[src/rtl/alu_arbiter_if.sv]
// Requester/consumer bundle for alu_arbiter; ovf exists only when ALU_ARBITER_OVF_EN is defined.
interface alu_arbiter_if #(
  parameter int unsigned WIDTH   = 8,
  parameter int unsigned NUM_REQ = 2,
  parameter int unsigned ID_W    = $clog2(NUM_REQ)
);
  logic [NUM_REQ-1:0]       req;
  logic [NUM_REQ-1:0]       ack;
  logic [NUM_REQ*WIDTH-1:0] in0;
  logic [NUM_REQ*WIDTH-1:0] in1;
  logic [NUM_REQ*2-1:0]     sel;
  logic [WIDTH-1:0]         out;
  logic                     neg;
  logic                     pos;
  logic                     zero;
  logic [ID_W-1:0]          out_id;
  logic                     out_valid;
  logic                     out_ready;
`ifdef ALU_ARBITER_OVF_EN
  logic                     ovf;
`endif

  modport master (
    output req, in0, in1, sel, out_ready,
    input  ack, out, neg, pos, zero, out_id, out_valid
`ifdef ALU_ARBITER_OVF_EN
    , input ovf
`endif
  );

  modport slave (
    input  req, in0, in1, sel, out_ready,
    output ack, out, neg, pos, zero, out_id, out_valid
`ifdef ALU_ARBITER_OVF_EN
    , output ovf
`endif
  );
endinterface

[src/rtl/alu_arbiter.sv]
// Round-robin arbiter sharing one registered add/sub/and/or ALU among NUM_REQ requesters.
// Define ALU_ARBITER_OVF_EN to add a registered signed-overflow flag (ovf).
module alu_arbiter #(
  parameter int unsigned WIDTH   = 8,
  parameter int unsigned NUM_REQ = 2,
  parameter int unsigned ID_W    = $clog2(NUM_REQ)
) (
  input  logic           clk,
  input  logic           rst,
  alu_arbiter_if.slave   io_bus
);

  typedef enum logic [1:0] {StIdle, StBusy, StDone} state_e;

  state_e               r_state, w_state_d;
  logic [NUM_REQ-1:0]   r_ack, w_ack_d;
  logic [WIDTH-1:0]     r_a, w_a_d;
  logic [WIDTH-1:0]     r_b, w_b_d;
  logic [1:0]           r_op, w_op_d;
  logic [ID_W-1:0]      r_last, w_last_d;
  logic [WIDTH-1:0]     r_out, w_out_d;
  logic [ID_W-1:0]      r_out_id, w_out_id_d;
  logic                 r_neg, w_neg_d;
  logic                 r_pos, w_pos_d;
  logic                 r_zero, w_zero_d;
  logic                 r_valid, w_valid_d;
  logic [WIDTH-1:0]     w_res;
  logic [ID_W-1:0]      w_winner;

  // First set request strictly above last, otherwise the lowest set request (wrap-around).
  function automatic logic [ID_W-1:0] rr_pick(input logic [NUM_REQ-1:0] req,
                                              input logic [ID_W-1:0]    last);
    logic [ID_W-1:0] pick;
    logic            found;
    pick  = '0;
    found = 1'b0;
    for (int i = 0; i < NUM_REQ; i++) begin
      if (!found && req[i] && (i > int'(last))) begin
        pick  = ID_W'(i);
        found = 1'b1;
      end
    end
    for (int i = 0; i < NUM_REQ; i++) begin
      if (!found && req[i]) begin
        pick  = ID_W'(i);
        found = 1'b1;
      end
    end
    return pick;
  endfunction

  assign w_winner = rr_pick(io_bus.req, r_last);

  always_comb begin
    w_res = '0;
    unique case (r_op)
      2'b00:   w_res = r_a + r_b;
      2'b01:   w_res = r_a - r_b;
      2'b10:   w_res = r_a & r_b;
      2'b11:   w_res = r_a | r_b;
      default: w_res = '0;
    endcase
  end

  always_ff @(posedge clk or posedge rst) begin
    if (rst) begin
      r_state  <= StIdle;
      r_ack    <= '0;
      r_a      <= '0;
      r_b      <= '0;
      r_op     <= '0;
      r_last   <= ID_W'(NUM_REQ - 1);
      r_out    <= '0;
      r_out_id <= '0;
      r_neg    <= 1'b0;
      r_pos    <= 1'b0;
      r_zero   <= 1'b0;
      r_valid  <= 1'b0;
    end else begin
      r_state  <= w_state_d;
      r_ack    <= w_ack_d;
      r_a      <= w_a_d;
      r_b      <= w_b_d;
      r_op     <= w_op_d;
      r_last   <= w_last_d;
      r_out    <= w_out_d;
      r_out_id <= w_out_id_d;
      r_neg    <= w_neg_d;
      r_pos    <= w_pos_d;
      r_zero   <= w_zero_d;
      r_valid  <= w_valid_d;
    end
  end

  always_comb begin
    w_state_d  = r_state;
    w_ack_d    = '0;
    w_a_d      = r_a;
    w_b_d      = r_b;
    w_op_d     = r_op;
    w_last_d   = r_last;
    w_out_d    = r_out;
    w_out_id_d = r_out_id;
    w_neg_d    = r_neg;
    w_pos_d    = r_pos;
    w_zero_d   = r_zero;
    w_valid_d  = r_valid;
    unique case (r_state)
      StIdle: begin
        if (|io_bus.req) begin
          w_a_d     = io_bus.in0[w_winner*WIDTH +: WIDTH];
          w_b_d     = io_bus.in1[w_winner*WIDTH +: WIDTH];
          w_op_d    = io_bus.sel[w_winner*2 +: 2];
          w_last_d  = w_winner;
          w_ack_d   = NUM_REQ'(1) << w_winner;
          w_state_d = StBusy;
        end
      end
      StBusy: begin
        w_out_d    = w_res;
        w_out_id_d = r_last;
        w_neg_d    = w_res[WIDTH-1];
        w_pos_d    = !w_res[WIDTH-1] && (|w_res);
        w_zero_d   = ~|w_res;
        w_valid_d  = 1'b1;
        w_state_d  = StDone;
      end
      StDone: begin
        if (io_bus.out_ready) begin
          w_valid_d = 1'b0;
          w_neg_d   = 1'b0;
          w_pos_d   = 1'b0;
          w_zero_d  = 1'b0;
          w_state_d = StIdle;
        end
      end
      default: w_state_d = StIdle;
    endcase
  end

`ifdef ALU_ARBITER_OVF_EN
  logic r_ovf;
  logic w_ovf;

  always_comb begin
    w_ovf = 1'b0;
    unique case (r_op)
      2'b00:   w_ovf = (r_a[WIDTH-1] == r_b[WIDTH-1]) && (w_res[WIDTH-1] != r_a[WIDTH-1]);
      2'b01:   w_ovf = (r_a[WIDTH-1] != r_b[WIDTH-1]) && (w_res[WIDTH-1] != r_a[WIDTH-1]);
      default: w_ovf = 1'b0;
    endcase
  end

  always_ff @(posedge clk or posedge rst) begin
    if (rst) begin
      r_ovf <= 1'b0;
    end else if (r_state == StBusy) begin
      r_ovf <= w_ovf;
    end else if (r_state == StDone && io_bus.out_ready) begin
      r_ovf <= 1'b0;
    end
  end

  assign io_bus.ovf = r_ovf;
`endif

  assign io_bus.ack       = r_ack;
  assign io_bus.out       = r_out;
  assign io_bus.neg       = r_neg;
  assign io_bus.pos       = r_pos;
  assign io_bus.zero      = r_zero;
  assign io_bus.out_id    = r_out_id;
  assign io_bus.out_valid = r_valid;

endmodule
[src/flat_wrapper.sv]
// flat-port wrapper written by rule: the top's interface ports become plain ports
module alu_arbiter_flat 
#(
  parameter int unsigned WIDTH   = 8,
  parameter int unsigned NUM_REQ = 2,
  parameter int unsigned ID_W    = $clog2(NUM_REQ)
)
  (clk, rst, io_bus_req, io_bus_in0, io_bus_in1, io_bus_sel, io_bus_out_ready, io_bus_ack, io_bus_out, io_bus_neg, io_bus_pos, io_bus_zero, io_bus_out_id, io_bus_out_valid);
  alu_arbiter_if #(.WIDTH(WIDTH), .NUM_REQ(NUM_REQ), .ID_W(ID_W)) io_bus_i ();
  input  logic clk;
  input  logic rst;
  input wire logic [$bits(io_bus_i.req)-1:0] io_bus_req;
  input wire logic [$bits(io_bus_i.in0)-1:0] io_bus_in0;
  input wire logic [$bits(io_bus_i.in1)-1:0] io_bus_in1;
  input wire logic [$bits(io_bus_i.sel)-1:0] io_bus_sel;
  input wire logic [$bits(io_bus_i.out_ready)-1:0] io_bus_out_ready;
  output wire logic [$bits(io_bus_i.ack)-1:0] io_bus_ack;
  output wire logic [$bits(io_bus_i.out)-1:0] io_bus_out;
  output wire logic [$bits(io_bus_i.neg)-1:0] io_bus_neg;
  output wire logic [$bits(io_bus_i.pos)-1:0] io_bus_pos;
  output wire logic [$bits(io_bus_i.zero)-1:0] io_bus_zero;
  output wire logic [$bits(io_bus_i.out_id)-1:0] io_bus_out_id;
  output wire logic [$bits(io_bus_i.out_valid)-1:0] io_bus_out_valid;
  assign io_bus_i.req = io_bus_req;
  assign io_bus_i.in0 = io_bus_in0;
  assign io_bus_i.in1 = io_bus_in1;
  assign io_bus_i.sel = io_bus_sel;
  assign io_bus_i.out_ready = io_bus_out_ready;
  assign io_bus_ack = io_bus_i.ack;
  assign io_bus_out = io_bus_i.out;
  assign io_bus_neg = io_bus_i.neg;
  assign io_bus_pos = io_bus_i.pos;
  assign io_bus_zero = io_bus_i.zero;
  assign io_bus_out_id = io_bus_i.out_id;
  assign io_bus_out_valid = io_bus_i.out_valid;
  alu_arbiter #(.WIDTH(WIDTH), .NUM_REQ(NUM_REQ), .ID_W(ID_W)) u_core (.clk(clk), .rst(rst), .io_bus(io_bus_i));
endmodule
[config.mk]
export PLATFORM = sky130hd
export DESIGN_NAME = alu_arbiter_flat
export DESIGN_NICKNAME = d
export VERILOG_FILES = /design/src/rtl/alu_arbiter_if.sv /design/src/rtl/alu_arbiter.sv /design/src/flat_wrapper.sv
export SDC_FILE = /design/constraint.sdc
export NUM_CORES = 1
export LEC_CHECK = 0
export CAP_MARGIN = 10
export CORE_AREA = 2 2 76 78
export CTS_BUF_LIST = sky130_fd_sc_hd__clkbuf_4
export DETAILED_ROUTE_END_ITERATION = 7
export DIE_AREA = 0 0 78 80
export GPL_TIMING_DRIVEN = 1
export PLACE_DENSITY = 0.75
export SETUP_SLACK_MARGIN = 0.5
export SLEW_MARGIN = 20
export SYNTH_ARGS = -nofsm -noshare
export SYNTH_HDL_FRONTEND = slang
export SYNTH_SLANG_ARGS = --single-unit
[constraint.sdc]
create_clock -name clk -period 3.39 [get_ports clk]
set_input_delay 0.339 -clock clk [delete_from_list [all_inputs] [get_ports clk]]
set_output_delay 0.339 -clock clk [all_outputs]
set_load 0.02 [all_outputs]
Word level (Yosys, flattened, before mapping)

Index checks and enable logic that the tools add are counted.

Register bits: 36
Bits of input ports: 41
Logic and storage cells: 59

Bitwise operators: 2
Shift operators: 4
Reduce and logical (&&, ||, !) cells: 16
Mux-type cells: 15
$lt $le $gt $ge: 1
Add/sub/neg operators: 2
Equality and inequality tests: 7

Operators with widths:

| operator                                               | count |
|---|---|
| one-hot mux 8 bit (4 select lines)                     | 1 |
| variable part select 16 x 5 -> 8 bit                   | 2 |
| adder 8 bit                                            | 1 |
| AND 8 bit                                              | 1 |
| 2-to-1 mux 2 bit                                       | 4 |
| OR 8 bit                                               | 1 |
| one-hot mux 1 bit (2 select lines)                     | 4 |
| OR reduction 8 bit                                     | 1 |
| subtractor 8 bit                                       | 1 |
| equality test 2 bit (second input constant)            | 3 |
| one-hot mux 2 bit (3 select lines)                     | 1 |
| AND reduction 2 bit                                    | 3 |
| 2-to-1 mux 1 bit                                       | 5 |
| equality test 2 x 1 -> 1 bit (second input constant)   | 2 |
| logical AND 1 bit                                      | 4 |
| logical NOT 1 bit                                      | 4 |
| logical NOT 2 bit                                      | 2 |
| variable part select 4 x 3 -> 2 bit                    | 1 |
| inequality test 2 x 1 -> 1 bit (second input constant) | 1 |
| inequality test 2 bit (second input constant)          | 1 |
| nonzero test 2 bit                                     | 1 |
| OR reduction 2 bit                                     | 1 |
| left shift 1 x 1 -> 2 bit (first input constant)       | 1 |
| > comparator 1 bit (first input constant)              | 1 |

Logic depth before layout (Yosys ltp)

Gate-level depths: netlist of run 1.

Depth after elaboration: 12
Gate-level depth with buffers: 12

Least setup slack after synthesis of run 1

OpenSTA, ideal clock, no wires.

Kind: register -> register
Start: reg u_core.r_b[0]
End: reg u_core.r_zero (netlist: u_core.io_bus.zero)
Data arrival time: 2.485 ns
Path slack: 0.781 ns
Path buffers: 0
Stages on the path, launching flop included: 13
Period minus slack after synthesis: 2.609 ns
Cells stage by stage: dfrtp_1 -> inv_1 -> ha_1 -> nor2_1 -> xnor2_1 -> ha_1 -> o211ai_2 -> a21oi_2 -> o41ai_4 -> xnor2_1 -> mux2_4 -> a21oi_2 -> nor3b_1

Longest elaborated chain between the ends: 5

RTL lines:

| item                                     | RTL line           | source |
|---|---|---|
| start, declared                          | alu_arbiter.sv:18  | `logic [WIDTH-1:0] r_b, w_b_d;` |
| start signal, assigned                   | alu_arbiter.sv:83  | `r_b <= w_b_d;` |
| subtractor 8 bit (tied with other cells) | alu_arbiter.sv:58  | `2'b01: w_res = r_a - r_b;` |
| one-hot mux 8 bit (4 select lines) *     | alu_arbiter.sv:56  | `unique case (r_op)` |
| OR reduction 8 bit *                     | alu_arbiter.sv:124 | `w_zero_d = ~\|w_res;` |
| logical NOT 1 bit *                      | alu_arbiter.sv:124 |  |
| one-hot mux 1 bit (2 select lines) *     | alu_arbiter.sv:108 | `unique case (r_state)` |
| end signal, assigned                     | alu_arbiter.sv:90  | `r_zero <= w_zero_d;` |
| end, declared                            | alu_arbiter.sv:25  | `logic r_zero, w_zero_d;` |

Every way passes the cells marked *; elsewhere a longest branch is shown, timed or not.
A chain may end at the register's enable or synchronous reset.

Worst setup path in the final report of run 1

Ends and elaborated chain as after synthesis.

==> results of run 1 <==
[state kept, by name, summed over array words and instances (netlist names)]
register                 cells
u_core.io_bus.out_id         1
u_core.r_b                   8
u_core.r_op                  2
u_core.r_last                1
u_core.io_bus.pos            1
u_core.io_bus.out_valid      1
u_core.r_state               2
u_core.io_bus.ack            2
u_core.io_bus.out            8
u_core.r_a                   8
u_core.io_bus.neg            1
u_core.io_bus.zero           1
[repair_timing]
action / CTS / global route
resized for setup: 0 / 3
setup buffers: 0 / 3
endpoints found under the setup margin: 0 / 4
[cell families (layout without fill, tap and decap cells)]
group	Yosys count	after routing	share of synthesized area
simple gates	56	56	0.129
buf+inv	38	98	0.0686
flops	36	36	0.426
fa+ha+maj	12	12	0.0733
xor+xnor	11	11	0.0455
mux	4	4	0.0219
compound gates	67	67	0.236
[final timing paths]
kind	end	cells after the start	start
max	u_core.io_bus.zero	12	u_core.r_b[0]
min	u_core.io_bus.ack[0]	3	rst
max reg2reg	u_core.io_bus.zero	12	u_core.r_b[0]
min reg2reg	u_core.io_bus.out[1]	2	u_core.io_bus.out[1]
max in group asynchronous	u_core.r_last	3	rst
min in group clk	u_core.io_bus.out[1]	2	u_core.io_bus.out[1]
[worst max-delay path, delay by kind of cell (launching register included)]
family / cells / cell delay (ps)
adder cells (fa/ha/maj): 2 / 560
AND/OR/NAND/NOR: 4 / 800
flip-flops: 1 / 430
buffers and inverters: 1 / 110
AO/OA/AOI/OAI: 4 / 630
XOR/XNOR: 1 / 130
[synth_stat cells, types with 3 or more instances]
cell type   n  share of area
dfrtp_1    35           0.41
nor2_1     13          0.023
nand2b_1    5          0.015
and3_1      3         0.0089
o21ai_0    12          0.028
a21oi_1    16          0.038
a21o_1      4          0.014
xnor2_1    11          0.046
inv_1      26          0.046
ha_1       10          0.059
o21ai_1     4         0.0095
clkbuf_1    9          0.016
a21oi_2     3          0.012
nor3_1      4         0.0095
a31oi_1     4          0.012
nand2_1    22          0.039
a222oi_1   18          0.085
[routing by layer]
| metal | track usage | share of wire | vias to the layer above |
|---|---|---|---|
| met1 | 0.220 | 0.43 | 871 |
| met2 | 0.277 | 0.49 | 78 |
| met4 | 0.0456 | 0.013 | 0 |
| met3 | 0.0396 | 0.066 | 9 |
| li1 | - | - | 925 |
| met5 | 0 | 0 | - |
[cell type report]
cell class / instances / share of cell area
Clock buffer: 5 / 0.0132
Clock inverter: 2 / 0.00265
Inverter: 27 / 0.0357
Multi-Input combinational cell: 150 / 0.380
Sequential cell: 36 / 0.319
Tap cell: 72 / 0.0318
Timing Repair Buffer: 64 / 0.218
[per-stage QoR]
| step | cells | setup WS [ps] | util |
|---|---|---|---|
| after CTS | 353 | 525 | 0.519 |
| after global placement | 346 | 660 | 0.510 |
| after floorplan | 224 | 781 | - |
| final | 356 | 647 | 0.525 |
| after global routing | 356 | 491 | 0.525 |
| after detailed placement | 346 | 542 | 0.510 |
[power by group]
part	leakage [nW]	switching (mW)	internal [mW]	total [mW]
Sequential	0.439	0.220	0.648	0.868
Combinational	0.819	1.26	1.15	2.41
Clock	0.0261	0.135	0.0724	0.207
Total	1.28	1.62	1.87	3.49
==> qor.csv, run 1 <==
stage,metric,value,unit
outcome,outcome,finished clean,
cts,Bufs on Longest Clock Path,2,
critical_path,Worst Setup Start Kind,register,
place,dpl hpwl,3890,microns
cts,Root Buffer,clkbuf_4,
floorplanning,Die H,80,microns
critical_path,worst-path fanout max,3,
final_layout,Register Area,905,sq um
place,Port-buffer cells,55,
final_layout,proportion of layout cells with a drive suffix above 1,0.0951,
floorplanning,core outline area,5410,sq um
synthesis,"Async S/R FF share, synth",1.00,
worst_hold_path,Min-Delay Path Class,in -> async,
sta,final hold vios,0,
global_route,GRT Total Usage,0.167,
synthesis,Seq cells post-synth,36,
global_route,largest net degree at the start of global routing,37,
synthesis,cell count after synthesis,224,
critical_path,WP data arrival,2990,ps
floorplanning,row count,27,
critical_path,Crit path required time,3640,ps
power,Final Power,3.49,mW
critical_path,"most used cell, CP",ha_1,
power,Peak supply drop,0.513,mV
power,LEAKAGE,1.28,nW
synthesis,Syn Std Cell Area,2120,sq um
sta,fin crit share,0.809,
drt,drt total wl,4940,microns
sta,Slew HR,0.545,
cts,CTS tree,yes,
cts,CTS Hold Bufs,0,
sta,hold_ws,398,ps
final_layout,Fill cells,525,
sta,slew at the pin closest to its max-slew limit,683,ps
cts,Clock transition at path regs,100,ps
drt,Final ANT Viol Nets,0,
sta,Setup Skew,2.30,ps
cts,clk sinks,36,
global_route,global-route wire length before repair,8160,microns
run,max-cap viol count,0,
power,power per cell area,1230,nW/um^2
sta,RSZ-0062 raised after global routing,false,
global_route,initial antenna violation count,0,
critical_path,register-to-register setup slack,650,ps
drt,DR pass1 iterations,5,
critical_path,CP Capture Type,register,
sta,final setup violation count,0,
synthesis,synthesized area per cell,9.45,sq um
sta,fin. max-slew vios,0,
final_layout,# diodes,0,
sta,Tmin final,2740,ps
final_layout,most frequent cells in the layout,"55 x clkdlybuf4s50_1, 33 x dfrtp_1, 26 x inv_1",
cts,H-Tree Level Count,2,
cts,Inserted Clock Buffers,5,
place,RD Place Congestion,0.898,
drt,DRT iter0 DRCs,127,
sta,fmax,365,MHz
final_layout,Nets,336,
critical_path,crit path cell chain,inv_1 -> ha_1 -> nor2_1 -> xnor2_1 -> ha_1 -> o211ai_2 -> a21oi_2 -> or3_1 -> a31oi_2 -> and3_1 -> a41o_1 -> nor3b_1,
synthesis,post-synth cell types,38,
final_layout,area delta synth->final,33.9,%
cts,clk_lat worst skew,330,ps
final_layout,final instance area,2840,sq um
final_layout,"most common cell after layout, fill and taps aside",clkdlybuf4s50_1,
synthesis,Ys Warns,0,
synthesis,Synth Flop Type,dfrtp_1,
floorplanning,Die Area,6240,sq um
critical_path,max incr delay on CP,430,ps
critical_path,WS Path Type,reg -> reg,
drt,DR WL/cell,13.9,microns
synthesis,Post-synth EDFFs,0,
drt,vias per cell,5.29,
synthesis,sequential-to-total area share from yosys stat,0.426,
global_route,GRT Residual Overflow,0,
place,Placement Cell Area,2760,sq um
synthesis,syn_nets,276,
final_layout,area of the multi-input gates,1080,sq um
global_route,vias in the first global route,1768,
drt,DR DRC count,0,
drt,vias after detailed routing,1883,
floorplanning,Ports,56,
sta,setup TNS,0,ps
floorplanning,Initial Util,0.392,
critical_path,Crit-path slowest cell,dfrtp_2,
floorplanning,Die W,78,microns
No activity file was read; power rests on OpenSTA's default activity.
==> run 2: changes to the inputs <==
clock period = 2.6 ns   (was 3.39 ns; I/O delays follow)
==> run 2 against run 1 <==
  * The run now ends with negative setup slack left
  * Clock power up 52%
  * Total power increased by 45%
  * Non-clock buffer count increased by 10
  * Global-route usage up 0.057 points
  * Core utilization is 2.8 points higher
  * Cell area up 5.4%
  * Critical path type unchanged
  * Critical endpoint unchanged
  * Largest power group unchanged
==> qor.csv, run 2 (same netlist as run 1, synthesis figures left out) <==
stage,metric,value,unit
outcome,outcome,"finished, violations left",
outcome,violated checks,negative setup slack,
sta,Slew HR,0.526,
global_route,largest net degree at the start of global routing,37,
place,dpl hpwl,3940,microns
sta,Setup Skew,8.91,ps
sta,fmax,377,MHz
sta,final hold vios,0,
drt,vias after detailed routing,1895,
final_layout,"most common cell after layout, fill and taps aside",clkdlybuf4s50_1,
cts,Clock transition at path regs,110,ps
cts,Bufs on Longest Clock Path,2,
critical_path,worst r2r src,u_core.r_b[0],
drt,Final ANT Viol Nets,0,
drt,DR DRC count,0,
power,Peak supply drop,0.743,mV
cts,Root Buffer,clkbuf_4,
sta,fin. max-slew vios,0,
power,Clk pwr share,0.062,
power,power share of the combinational group,0.717,
critical_path,Crit path required time,2810,ps
final_layout,proportion of layout cells with a drive suffix above 1,0.176,
place,"worst slack, placed",-215,ps
power,P_sw,2.28,mW
global_route,vias in the first global route,1804,
floorplanning,Die Area,6240,sq um
sta,Tmin final,2650,ps
power,LEAKAGE,1.36,nW
global_route,GRT Total Usage,0.168,
place,Placement Cell Area,2810,sq um
worst_hold_path,Min-Delay Path Class,in -> async,
critical_path,Worst Setup Start Kind,register,
critical_path,WP data arrival,2860,ps
final_layout,final instance area,2990,sq um
power,Internal Power,2.79,mW
final_layout,Nets,346,
cts,CTS tree,yes,
floorplanning,row count,27,
final_layout,fin util,0.553,
sta,hold_ws,311,ps
critical_path,WS Path Type,reg -> reg,
floorplanning,Die H,80,microns
cts,clk_lat worst skew,330,ps
critical_path,R2R depth,11,
drt,vias per cell,5.16,
sta,final setup violation count,3,
critical_path,worst-path fanout max,4,
cts,Inserted Clock Buffers,5,
place,RD Place Congestion,0.885,
drt,DR pass1 iterations,4,
drt,drt total wl,5160,microns
critical_path,register-to-register setup slack,-50,ps
sta,fin crit share,1.02,
floorplanning,Die W,78,microns
drt,DRT iter0 DRCs,105,
power,Sequential Power Share,0.221,
final_layout,# diodes,0,
cts,clk sinks,36,
global_route,GRT Residual Overflow,0,
run,max-cap viol count,0,
global_route,initial antenna violation count,0,
cts,H-Tree Level Count,2,
sta,RSZ-0062 raised after global routing,true,
power,power per cell area,1700,nW/um^2
critical_path,CP Capture Type,register,
final_layout,most frequent cells in the layout,"55 x clkdlybuf4s50_1, 34 x dfrtp_1, 24 x inv_1",
power,sw frac,0.450,
floorplanning,core outline area,5410,sq um
floorplanning,Initial Util,0.392,
sta,slew at the pin closest to its max-slew limit,711,ps
cts,CTS Hold Bufs,0,
critical_path,Reg-to-Reg End,u_core.io_bus.zero,
place,Port-buffer cells,55,
drt,DR WL/cell,14.1,microns
sta,setup ws final,-50.4,ps
final_layout,area delta synth->final,41.1,%
global_route,global-route wire length before repair,8250,microns
floorplanning,Ports,56,
-- run 2: area by class of cell --
class | instances | area [sq um]
Fill cell | 509 | 2420
Multi-Input combinational cell | 150 | 1140
Sequential cell | 36 | 903
Timing Repair Buffer | 74 | 697
Inverter | 27 | 101
Tap cell | 72 | 90.1
Clock buffer | 8 | 60.1
-- run 2: how the worst max path moves through the flow --
stage	start	to	slack, ps	depth (start not counted)
after floorplan	u_core.r_op[0]	u_core.io_bus.zero	20	11
after global placement	u_core.r_op[1]	u_core.io_bus.zero	-150	11
after detailed placement	u_core.r_op[1]	u_core.io_bus.zero	-220	11
after CTS	u_core.r_b[0]	u_core.io_bus.zero	-40	13
after global routing	u_core.r_b[2]	u_core.io_bus.zero	-160	11
final	u_core.r_b[0]	u_core.io_bus.zero	-50	11
-- run 2: metrics by stage --
stage / power, mW / TNS, ps / cells
CTS: 4.91 / -51.0 / 366
global placement: 4.24 / -398 / 352
floorplan: 3.41 / 0 / 224
finish: 5.07 / -77.8 / 367
detailed placement: 4.33 / -666 / 352
global route: 5.50 / -502 / 367
-- run 2: timing repair --
item	4_1_cts	5_1_grt
setup endpoints to repair	10	8
gates resized for setup	9	7
gates cloned	0	0
setup buffers	6	1
pin swaps	10	7
-- run 2: per-layer routing --
layer  part of all wire  routed length, microns  track usage
met2               0.52                    2680        0.300
met4              0.011                      55       0.0491
met3              0.059                     304       0.0407
met5                  0                       0            0
met1               0.41                    2110        0.200
-- run 2: power groups by stage --
stage	clock network [mW]	logic, mW	registers (mW)
finish	0.314	3.63	1.12
detailed placement	0	3.20	1.13
global placement	0	3.13	1.11
global route	0.343	3.99	1.17
floorplan	0	2.22	1.20
CTS	0.323	3.46	1.12
-- run 2: worst max-delay path, cell delays in order, from the launching register on --
cell	delay, ps
dfrtp_1	390
inv_2	70
ha_4	160
a21oi_2	140
xnor2_1	130
ha_1	270
a21o_1	250
o41ai_4	350
xnor2_1	180
mux2_4	350
a21oi_4	170
nor3b_2	70
==> run 3: changes to the inputs <==
CORE_AREA = 2 2 81 83   (was 2 2 76 78)
DIE_AREA = 0 0 83 85   (was 0 0 78 80)
PLACE_DENSITY = 0.68   (was 0.75)
==> run 3 against run 2 <==
  * The run still ends with negative setup slack left
  * Via count grew 3.4%
  * Sequential share of layout area shrank 1.5 points
  * Cell area grew 5.3%
  * Hold slack gained 14 ps
  * Die area grew 13%
  * Core utilization shrank 4.6 points
  * Worst setup slack lost 64 ps
  * Global-route usage shrank 1.1 points
  * Fmax shrank 2.4%
  * Register-to-register slack lost 60 ps
  * Critical path type unchanged
==> qor.csv, run 3 (same netlist as run 1, synthesis figures left out) <==
stage,metric,value,unit
global_route,global-route wire length before repair,9090,microns
outcome,outcome,"finished, violations left",
sta,final setup violation count,3,
cts,Bufs on Longest Clock Path,2,
global_route,initial antenna violation count,0,
drt,drt total wl,5540,microns
final_layout,Fill cells,593,
sta,fmax,368,MHz
drt,DRT iter0 DRCs,144,
critical_path,worst-path fanout max,7,
drt,DR pass1 iterations,4,
critical_path,Crit path required time,2830,ps
critical_path,WP data arrival,2950,ps
cts,Root Buffer,clkbuf_4,
sta,slew at the pin closest to its max-slew limit,705,ps
place,RD Place Congestion,0.926,
final_layout,area delta synth->final,48.6,%
cts,Inserted Clock Buffers,5,
critical_path,R2R depth,14,
global_route,largest net degree at the start of global routing,37,
floorplanning,Ports,56,
drt,Final ANT Viol Nets,0,
sta,Slew HR,0.530,
sta,final hold vios,0,
global_route,GRT Residual Overflow,0,
run,max-cap viol count,0,
floorplanning,row count,29,
place,dpl hpwl,4070,microns
place,Port-buffer cells,55,
final_layout,"most common cell after layout, fill and taps aside",clkdlybuf4s50_1,
floorplanning,Initial Util,0.341,
drt,DR WL/cell,14.7,microns
critical_path,worst r2r src,u_core.r_op[0],
sta,fin crit share,1.04,
cts,clk_lat worst skew,340,ps
drt,vias per cell,5.18,
worst_hold_path,Min-Delay Path Class,in -> async,
critical_path,WS Path Type,reg -> reg,
sta,Tmin final,2710,ps
outcome,violated checks,negative setup slack,
final_layout,Nets,352,
drt,DR DRC count,0,
floorplanning,Die Area,7060,sq um
critical_path,Worst Setup Start Kind,register,
drt,vias after detailed routing,1959,
sta,fin. max-slew vios,0,
global_route,vias in the first global route,1972,
sta,RSZ-0062 raised after global routing,true,
final_layout,most frequent cells in the layout,"55 x clkdlybuf4s50_1, 33 x dfrtp_1, 25 x inv_1",
cts,H-Tree Level Count,2,
cts,Clock transition at path regs,110,ps
final_layout,# diodes,0,
critical_path,register-to-register setup slack,-110,ps
global_route,GRT Total Usage,0.157,
floorplanning,Die W,83,microns
sta,setup ws final,-115,ps
critical_path,Reg-to-Reg End,u_core.io_bus.out[7],
critical_path,CP Capture Type,register,
sta,Setup Skew,10.5,ps
place,"worst slack, placed",-21.3,ps
final_layout,area of the multi-input gates,1240,sq um
final_layout,Register Area,905,sq um
final_layout,proportion of layout cells with a drive suffix above 1,0.226,
cts,CTS tree,yes,
floorplanning,Die H,85,microns
floorplanning,core outline area,6200,sq um
cts,clk sinks,36,
==> run 3: changes by cell type in the layout (fill, tap and decap cells not counted), sizes merged <==
cell,change
buf,+6
clkbuf,-1
clkinv,+1
==> run 3: how the worst max path moves through the flow <==
stage	startpoint	end	slack, ps
after global placement	u_core.r_op[1]	u_core.io_bus.zero	40
after detailed placement	u_core.r_b[0]	u_core.io_bus.zero	-20
after floorplan	u_core.r_op[0]	u_core.io_bus.zero	20
after global routing	u_core.r_op[1]	u_core.io_bus.out[7]	-250
final	u_core.r_op[0]	u_core.io_bus.out[7]	-110
after CTS	u_core.r_op[0]	u_core.io_bus.zero	6
==> run 3: metrics by stage <==
step           cell area (sq um)  hold slack [ps]   util  setup TNS (ps)  instances
3_5_place_dp                2850              464  0.460           -21.3        362
2_1_floorplan               2130              381      -               0        224
6_report                    3150              325  0.507            -272        378
4_1_cts                     2960              336  0.477               0        373
3_3_place_gp                2850              460  0.460               0        362
5_1_grt                     3150              359  0.507            -868        378
==> run 3: final cells by class <==
class	instances	area share
Clock buffer	7	0.0167
Clock inverter	1	0.00159
Inverter	27	0.0322
Multi-Input combinational cell	150	0.393
Sequential cell	36	0.287
Tap cell	77	0.0306
Timing Repair Buffer	80	0.238
==> run 3: worst max-delay path, stage by stage, from the launching register on <==
cell,delay (ps)
dfrtp_1,380
nor2b_1,120
buf_4,170
a21oi_2,120
xnor2_1,90
ha_1,330
buf_6,140
o211ai_4,80
a21oi_4,60
o41ai_4,360
buf_4,180
xnor2_2,60
a22oi_2,240
a21oi_4,90
a21o_1,180
==> run 3: what timing repair did <==
action | CTS | global route
setup buffers | 3 | 5
setup endpoints to repair | 8 | 8
hold buffers | 0 | 0
pin swaps | 7 | 18
gates resized for setup | 8 | 23
==> run 3: per-layer routing <==
layer	wire, microns	track usage	vias to the layer above
li1	-	-	963
met1	2430	0.196	930
met2	2790	0.270	58
met3	276	0.0399	8
met4	49	0.0462	0
met5	0	0	-
Power of run 3 is left out: the tool's default activity adds up to more than one toggle a clock period on the data nets, which glitch-free logic cannot reach.
